$ cat src/rtl/memory_access.sv
// Memory-stage access unit: drives a req/ack data-memory port,
// stalls the pipeline while an access is outstanding, resolves CBZ.
module memory_access #(
   parameter int N       = 64,
   parameter int TIMEOUT = 16
) (
   input  logic         clk,
   input  logic         reset,
   input  logic         valid_M,
   input  logic         memRead_M,
   input  logic         memWrite_M,
   input  logic         Branch_M,
   input  logic         zero_M,
   input  logic [N-1:0] aluResult_M,
   input  logic [N-1:0] writeData_M,
   input  logic [N-1:0] PCBranch_M,
   output logic         dm_req,
   output logic         dm_we,
   output logic [N-1:0] dm_addr,
   output logic [N-1:0] dm_wdata,
   input  logic         dm_ack,
   input  logic [N-1:0] dm_rdata,
   output logic [N-1:0] readData_M,
   output logic         PCSrc_M,
   output logic [N-1:0] PCBranch_out,
   output logic         stall_M,
   output logic         mem_err
);

   localparam int CW = $clog2(TIMEOUT);
   localparam logic [CW-1:0] LAST = CW'(TIMEOUT - 1);

   typedef enum logic [1:0] {
      IDLE = 2'd0,
      BUSY = 2'd1,
      DONE = 2'd2
   } state_t;

   state_t        state;
   logic [CW-1:0] cnt;
   logic          is_mem;
   logic          aligned;

   assign is_mem  = valid_M & (memRead_M | memWrite_M);
   assign aligned = (aluResult_M[2:0] == 3'b000);

   // Access FSM; every dm_* output and the load result are flops.
   always_ff @(posedge clk or negedge reset) begin
      if (!reset) begin
         state      <= IDLE;
         cnt        <= '0;
         dm_req     <= 1'b0;
         dm_we      <= 1'b0;
         dm_addr    <= '0;
         dm_wdata   <= '0;
         readData_M <= '0;
         mem_err    <= 1'b0;
      end else begin
         case (state)
            IDLE: begin
               if (is_mem) begin
                  if (aligned) begin
                     dm_addr  <= aluResult_M;
                     dm_wdata <= writeData_M;
                     dm_we    <= memWrite_M;
                     dm_req   <= 1'b1;
                     cnt      <= '0;
                     state    <= BUSY;
                  end else begin
                     mem_err    <= 1'b1;
                     readData_M <= '0;
                     state      <= DONE;
                  end
               end
            end
            BUSY: begin
               if (dm_ack) begin
                  dm_req <= 1'b0;
                  if (!dm_we)
                     readData_M <= dm_rdata;
                  state <= DONE;
               end else if (cnt == LAST) begin
                  dm_req     <= 1'b0;
                  mem_err    <= 1'b1;
                  readData_M <= '0;
                  state      <= DONE;
               end else begin
                  cnt <= cnt + CW'(1);
               end
            end
            DONE: begin
               state <= IDLE;
            end
            default: begin
               dm_req <= 1'b0;
               state  <= IDLE;
            end
         endcase
      end
   end

   // Hold upstream while a memory op waits to issue or is in flight.
   always_comb begin
      stall_M = 1'b0;
      if (state == BUSY)
         stall_M = 1'b1;
      else if (state == IDLE)
         stall_M = is_mem;
   end

   assign PCSrc_M      = valid_M & Branch_M & zero_M;
   assign PCBranch_out = PCBranch_M;

endmodule

$ cat config.mk
export PLATFORM = sky130hd
export DESIGN_NAME = memory_access
export DESIGN_NICKNAME = d
export VERILOG_FILES = /design/src/rtl/memory_access.sv
export SDC_FILE = /design/constraint.sdc
export NUM_CORES = 1
export LEC_CHECK = 0
export CORE_AREA = 2 2 206 208
export CTS_CLUSTER_SIZE = 24
export DETAILED_ROUTE_END_ITERATION = 10
export DIE_AREA = 0 0 208 210
export GPL_TIMING_DRIVEN = 0
export PLACE_DENSITY = 0.52
export SLEW_MARGIN = 5
export SYNTH_ARGS = -nofsm -noshare
export SYNTH_HDL_FRONTEND = slang
export SYNTH_SLANG_ARGS = --single-unit
$ cat constraint.sdc
create_clock -name clk -period 2.1 [get_ports clk]
set_clock_uncertainty 0.15 [all_clocks]
set_input_delay 0.21 -clock clk [delete_from_list [all_inputs] [get_ports clk]]
set_output_delay 0.21 -clock clk [all_outputs]
set_load 0.03 [all_outputs]
==> run metrics, run 1 <==
Fin. Hold Viols 0; Power Density 976.2 mW/mm^2; via count 6548; Starting DRT DRC Count 209; synthesis-to-finish area growth 72.70%; Synth Flop Type dfrtp_1; synth top area cells dfrtp_1 58%, mux2_2 17%, mux2i_1 7.4%; Detail Route met3 WL 1846 um; CTS max path bufs 3; antenna violations before repair 0; critical path startpoint category flip-flop; Crit. End Element flip-flop; Std-Cell Rows 75; register area share after synthesis 58.41%; Max-Cap Viols 0; syn_area_per_cell 13.07 sq um; router iterations before antenna repair 4; clock network power share 31.7%; Fill cells 4158; Peak VDD IR 0.0006241 V; Syn Std Cell Area 0.008611 sq mm; Total Power 14520 uW; Placed Area 0.01395 sq mm; RSZ-0062 raised after global routing false; max layer used met4; Buffers on Ports 460; cell count of the worst reg-to-reg path 5; post-synth top area cell dfrtp_1; Avg WL per Cell 15.95 um; DRC viols 0; Warnings, synthesis 0; EDFF count, synth 0; CP Class reg2reg; most common cell after layout, fill and taps aside clkdlybuf4s50_1; met2 wire length 13560 um; Syn Nets 924; commonest cells after routing, fill and taps aside 458 x clkdlybuf4s50_1, 201 x dfrtp_1, 127 x mux2_2, 68 x nand2_1, 67 x buf_4; CTS Buf Count 25; Net Sw Frac 31.95%; post-route design area 0.01487 sq mm; crit path time final 2002 ps; critical path arrival 2260 ps; Slew Viols, Final 0; Post-Route M1 WL 11130 um; crit-path max FO 10; hold crit path type in2async; worst slew pin tran 519.2 ps; Post-synth ARST share 100.0%; Clk pin slew, worst setup/hold paths 60 ps; Final period util 95.33%; FF+latch count, synth 201; worst-skew pair later-pin latency 530 ps; outcome finished, final reports clean; Setup Viol. Count Final 0; grt ovf 0; worst-case hold slack 22.43 ps; largest net degree at the start of global routing 90; die width 208 um; die span in y 210 um; Sequential Power Share 34.4%; Reg2Reg Setup Slack 100 ps; CTS tree yes; internal power 9879 uW; vias in the first global route 6599; Peak Freq 499.5 MHz; Root Buffer clkbuf_16; placer congestion estimate 0.7615; I/O Pins 525; Inserted Diodes 0; area share of the largest cell type after synthesis 58.41%; final WL 27230 um; Cells after Synth 659; die area 0.04368 sq mm; GRT Total Usage 11.80%; clk sinks 201; Via density 3.836; number of distinct library cells after synthesis 32; # H-tree levels 1; switching pwr 4638 uW; share of layout cells above drive strength 1 23.37%; Rel. slew slack 65.15%; leakage 0.006192 uW; CP Data Required Time 2360 ps; Routed Antenna Nets 0; core area 0.04148 sq mm; dpl hpwl 20740 um; nets 1416; first-pass GRT wire length 40520 um; Starting Density 20.76%; Combinational Power Share 33.9%
## through the flow
| stage | TNS (ps) | cells | utilization (%) | setup WS [ps] |
|---|---|---|---|---|
| detailed placement | -60960 | 1660 | 33.63 | -385.3 |
| floorplan | 0 | 659 | - | 307.5 |
| CTS | 0 | 1706 | 35.83 | 7.006 |
| global placement | -1816440 | 1658 | 33.49 | -8759 |
| finish | 0 | 1707 | 35.85 | 98.17 |
| global route | 0 | 1707 | 35.85 | 2.658 |
## state kept, by name (all words and copies together) (netlist names)
signal and count:
readData_M 64, dm_req 1, dm_addr 64, cnt 4, mem_err 1, dm_wdata 64, dm_we 1, state 2
## cell type report
cell class              count  area [sq um]  share of cell area, %
plain buffers              94         752.0                  5.057
flip-flops and latches    201          5030                  33.82
well taps                 539         674.4                  4.535
multi-input cells         298          2599                  17.48
repair buffers            465          4684                  31.50
clock buffers              38         774.5                  5.208
clock inverters             6         108.9                 0.7320
inverters                  66         247.7                  1.666
## cells in the mapped netlist, types with 2 or more instances
cell type  count
o21ai_0        3
nand3_1        2
buf_4         66
clkbuf_1       6
o2bb2ai_1      2
o31ai_1        2
buf_6         18
mux2i_1       64
and3_1         2
nor2_1         5
mux2_2       127
a21oi_1        4
dfrtp_1      201
buf_2          4
nor3_1         2
nand2_1       68
nor2b_1        3
inv_1         66
## logic make-up after synthesis
family / count (synthesis) / synth area share [%]
AOI/OAI and AO/OA: 20 / 1.584
adders and majority gates: 1 / 0.1453
buffers and inverters: 160 / 11.48
DFF: 201 / 58.41
muxes: 191 / 24.05
and+or+nand+nor: 86 / 4.330
## metal layers
metal	up-vias	global-route usage [%]
met5	-	0
met4	0	4.109
met3	36	3.084
met2	268	20.14
met1	3151	14.43
li1	3093	-
## repair_timing
item,4_1_cts,5_1_grt
hold buffers,1,0
endpoints found under the setup margin,60,45
buffers inserted,1,1
gates resized for setup,10,10
hold endpoints to repair,201,0
pin swaps,0,0
## worst paths after layout
check	to	start
hold reg to reg	mem_err	mem_err
setup reg to reg	dm_addr[47]	state[0]
min in group clk	readData_M[26]	dm_rdata[26]
setup / recovery	dm_addr[47]	state[0]
hold / removal	dm_wdata[30]	reset
max in group asynchronous	readData_M[9]	reset
## critical path, cell delays in order, from the launching register on
cell and delay, ps:
dfrtp_1 360, buf_2 190, nor4_4 360, buf_6 270, buf_6 200, mux2_2 350
## power groups by stage
stage | clock (uW) | sequential (uW) | combinational, uW
detailed placement | 0 | 5080 | 4960
global route | 4920 | 5100 | 5130
finish | 4600 | 5000 | 4920
CTS | 4790 | 5020 | 4980
global placement | 0 | 5060 | 4940
floorplan | 0 | 6520 | 1090
Power figures use the tool's default switching activity.
==> inputs of run 2 (changes only) <==
--- a/config.mk
+++ b/config.mk
@@ -6,12 +6,12 @@
 export NUM_CORES = 1
 export LEC_CHECK = 0
 export CORE_AREA = 2 2 206 208
+export CTS_BUF_LIST = sky130_fd_sc_hd__clkbuf_16
 export CTS_CLUSTER_SIZE = 24
 export DETAILED_ROUTE_END_ITERATION = 10
 export DIE_AREA = 0 0 208 210
 export GPL_TIMING_DRIVEN = 0
 export PLACE_DENSITY = 0.52
-export SLEW_MARGIN = 5
 export SYNTH_ARGS = -nofsm -noshare
 export SYNTH_HDL_FRONTEND = slang
 export SYNTH_SLANG_ARGS = --single-unit
==> run 2 against run 1 <==
Net effect:
- global-route usage about the same
- cell area rose by 0.11%
- maximum frequency hardly changed
- sequential power is essentially flat
- worst hold slack improved by 34 ps
- setup slack barely moved
- non-clock buffer count down 1
- die area stayed put
- core utilization hardly changed
- routed wire length barely moved
==> run metrics, run 2 (synthesis gave the netlist of run 1 again) <==
worst path cell trace clkdlybuf4s50_1; Peak VDD IR 0.0007088 V (+14%); largest net degree at the start of global routing 106 (+18%); synthesis-to-finish area growth 72.89%; die width 208 um (unchanged); Final period util 95.34% (about the same); final non-filler cell total 1708 (+0.059%); antenna violations before repair 0 (unchanged); Root Buffer clkbuf_16; crit-path max FO 3 (-7); RSZ-0062 raised after global routing true; CP Class reg2out; dpl hpwl 20570 um (-0.78%); Fill cells 4121 (-0.89%); slowest stage delay, CP 710 ps (+350 ps); critical path startpoint category flip-flop; nets 1415 (-0.071%); post-route design area 0.01489 sq mm (+0.11%); GRT busiest layer met2; first-pass GRT wire length 40720 um (+0.48%); crit path time final 2002 ps (+0.2904 ps); worst slew pin tran 818.9 ps (+299.7 ps); Crit. End Element output port; Inserted Diodes 0 (unchanged); Max-Cap Viols 0 (unchanged); die area 0.04368 sq mm (unchanged); buffers and inverters on the worst path 1 (-2); share of layout cells above drive strength 1 22.75% (-0.62 points); clk sinks 201 (unchanged); worst-case hold slack 56.52 ps (+34.09 ps); Power Density 966.6 mW/mm^2 (-0.98%); Slew Viols, Final 0 (unchanged); vias in the first global route 6669 (+1.1%); most common cell after layout, fill and taps aside clkdlybuf4s50_1; router iterations before antenna repair 4 (unchanged); die span in y 210 um (unchanged); CTS max path bufs 3 (unchanged); CTS Buf Count 25 (unchanged); via count 6504 (-0.67%); grt met3 use 3.084% (unchanged); Starting Density 20.76% (unchanged); slowest stage cell, crit path clkdlybuf4s50_1; I/O Pins 525 (unchanged); core area 0.04148 sq mm (unchanged); placer congestion estimate 0.7615 (unchanged); GRT Total Usage 11.78% (-0.019 points); family with the most delay on the worst path buffers and inverters; grt ovf 0 (unchanged); worst r2r src state[1]; Worst Hold Launch dm_rdata[0]; CP Data Required Time 1740 ps (-620 ps); DRC viols 0 (unchanged); Rel. slew slack 45.41% (-20 points); critical path arrival 1640 ps (-620 ps); final WL 27250 um (about the same); leakage 0.006177 uW (-0.25%); met2 Use GR 20.13% (about the same); Std-Cell Rows 75 (unchanged); met1 usage 14.32% (-0.11 points); Setup Viol. Count Final 0 (unchanged); outcome finished, final reports clean; Placed Area 0.01392 sq mm (-0.20%); # H-tree levels 1 (unchanged); commonest cells after routing, fill and taps aside 458 x clkdlybuf4s50_1, 201 x dfrtp_1, 127 x mux2_2, 68 x inv_1, 68 x nand2_1; CTS tree yes; Peak Freq 499.5 MHz (about the same); Fin. Hold Viols 0 (unchanged); Avg WL per Cell 15.95 um (about the same); total placed cells including tap cells 1659 (-0.060%); Via density 3.808 (-0.73%); Buffers on Ports 460 (unchanged); Top Registers dm_addr x64, dm_wdata x64, readData_M x64; Clk pin slew, worst setup/hold paths 60 ps (about the same); Starting DRT DRC Count 227 (+8.6%); Critical Path Start dm_req; Routed Antenna Nets 0 (unchanged); hold crit path type in2reg; worst-skew pair later-pin latency 550 ps (+20 ps)
[run 2: cell type report]
cell class	instances	area [sq um]	area share (%)
Sequential cell	201	5030	33.79
Multi-Input combinational cell	298	2613	17.55
Clock buffer	25	625.6	4.202
Buffer	94	827.0	5.556
Inverter	66	247.7	1.664
Tap cell	539	674.4	4.530
Clock inverter	21	210.2	1.412
Timing Repair Buffer	464	4659	31.30
[run 2: stage by stage]
step                power [uW]  setup TNS (ps)  setup slack (ps)  utilization [%]
CTS                      14610               0             15.90            35.65
finish                   14390               0             97.88            35.89
global route             15040          -10.69            -4.155            35.89
floorplan                 7612               0             307.5                -
detailed placement       10030          -57910            -379.9            33.57
global placement          9999        -1816440             -8759            33.49
[run 2: metal layers]
layer / vias to the layer above / wire [um]
met5: - / 0
met4: 0 / 746
met3: 43 / 1899
met2: 263 / 13520
met1: 3110 / 11090
li1: 3088 / -
[run 2: path summary, 6_finish.rpt]
check                                end  slack (ps)  cells after the start
max                               dm_req         100                      1
max reg2reg                  dm_addr[46]         120                      5
min in group asynchronous   dm_wdata[45]         110                      2
min reg2reg                      mem_err         320                      1
max in group asynchronous    dm_addr[14]         670                      3
min                        readData_M[0]          60                      3
[run 2: what timing repair did]
item,CTS,global route
resized for setup,11,32
buffers inserted,1,1
pin swaps,0,2
endpoints found under the hold margin,96,0
endpoints found under the setup margin,61,54
cloned,0,0
hold buffers,1,0
[run 2: power by group]
| group | internal [uW] | switching [uW] |
|---|---|---|
| logic | 2390 | 2550 |
| clock network | 2670 | 1780 |
| registers | 4620 | 383 |
| total | 9670 | 4720 |
[run 2: worst min-delay path, stage by stage]
cell and delay [ps]:
clkdlybuf4s50_1 390, nand2_1 50, mux2i_1 50
==> inputs of run 3 (changes only) <==
--- a/config.mk
+++ b/config.mk
@@ -5,6 +5,7 @@
 export SDC_FILE = /design/constraint.sdc
 export NUM_CORES = 1
 export LEC_CHECK = 0
+export ABC_CLOCK_PERIOD_IN_PS = 2100
 export CORE_AREA = 2 2 206 208
 export CTS_BUF_LIST = sky130_fd_sc_hd__clkbuf_16
 export CTS_CLUSTER_SIZE = 24
==> results of run 3 <==
Final layout, timing and power as in run 2 (identical DEF).
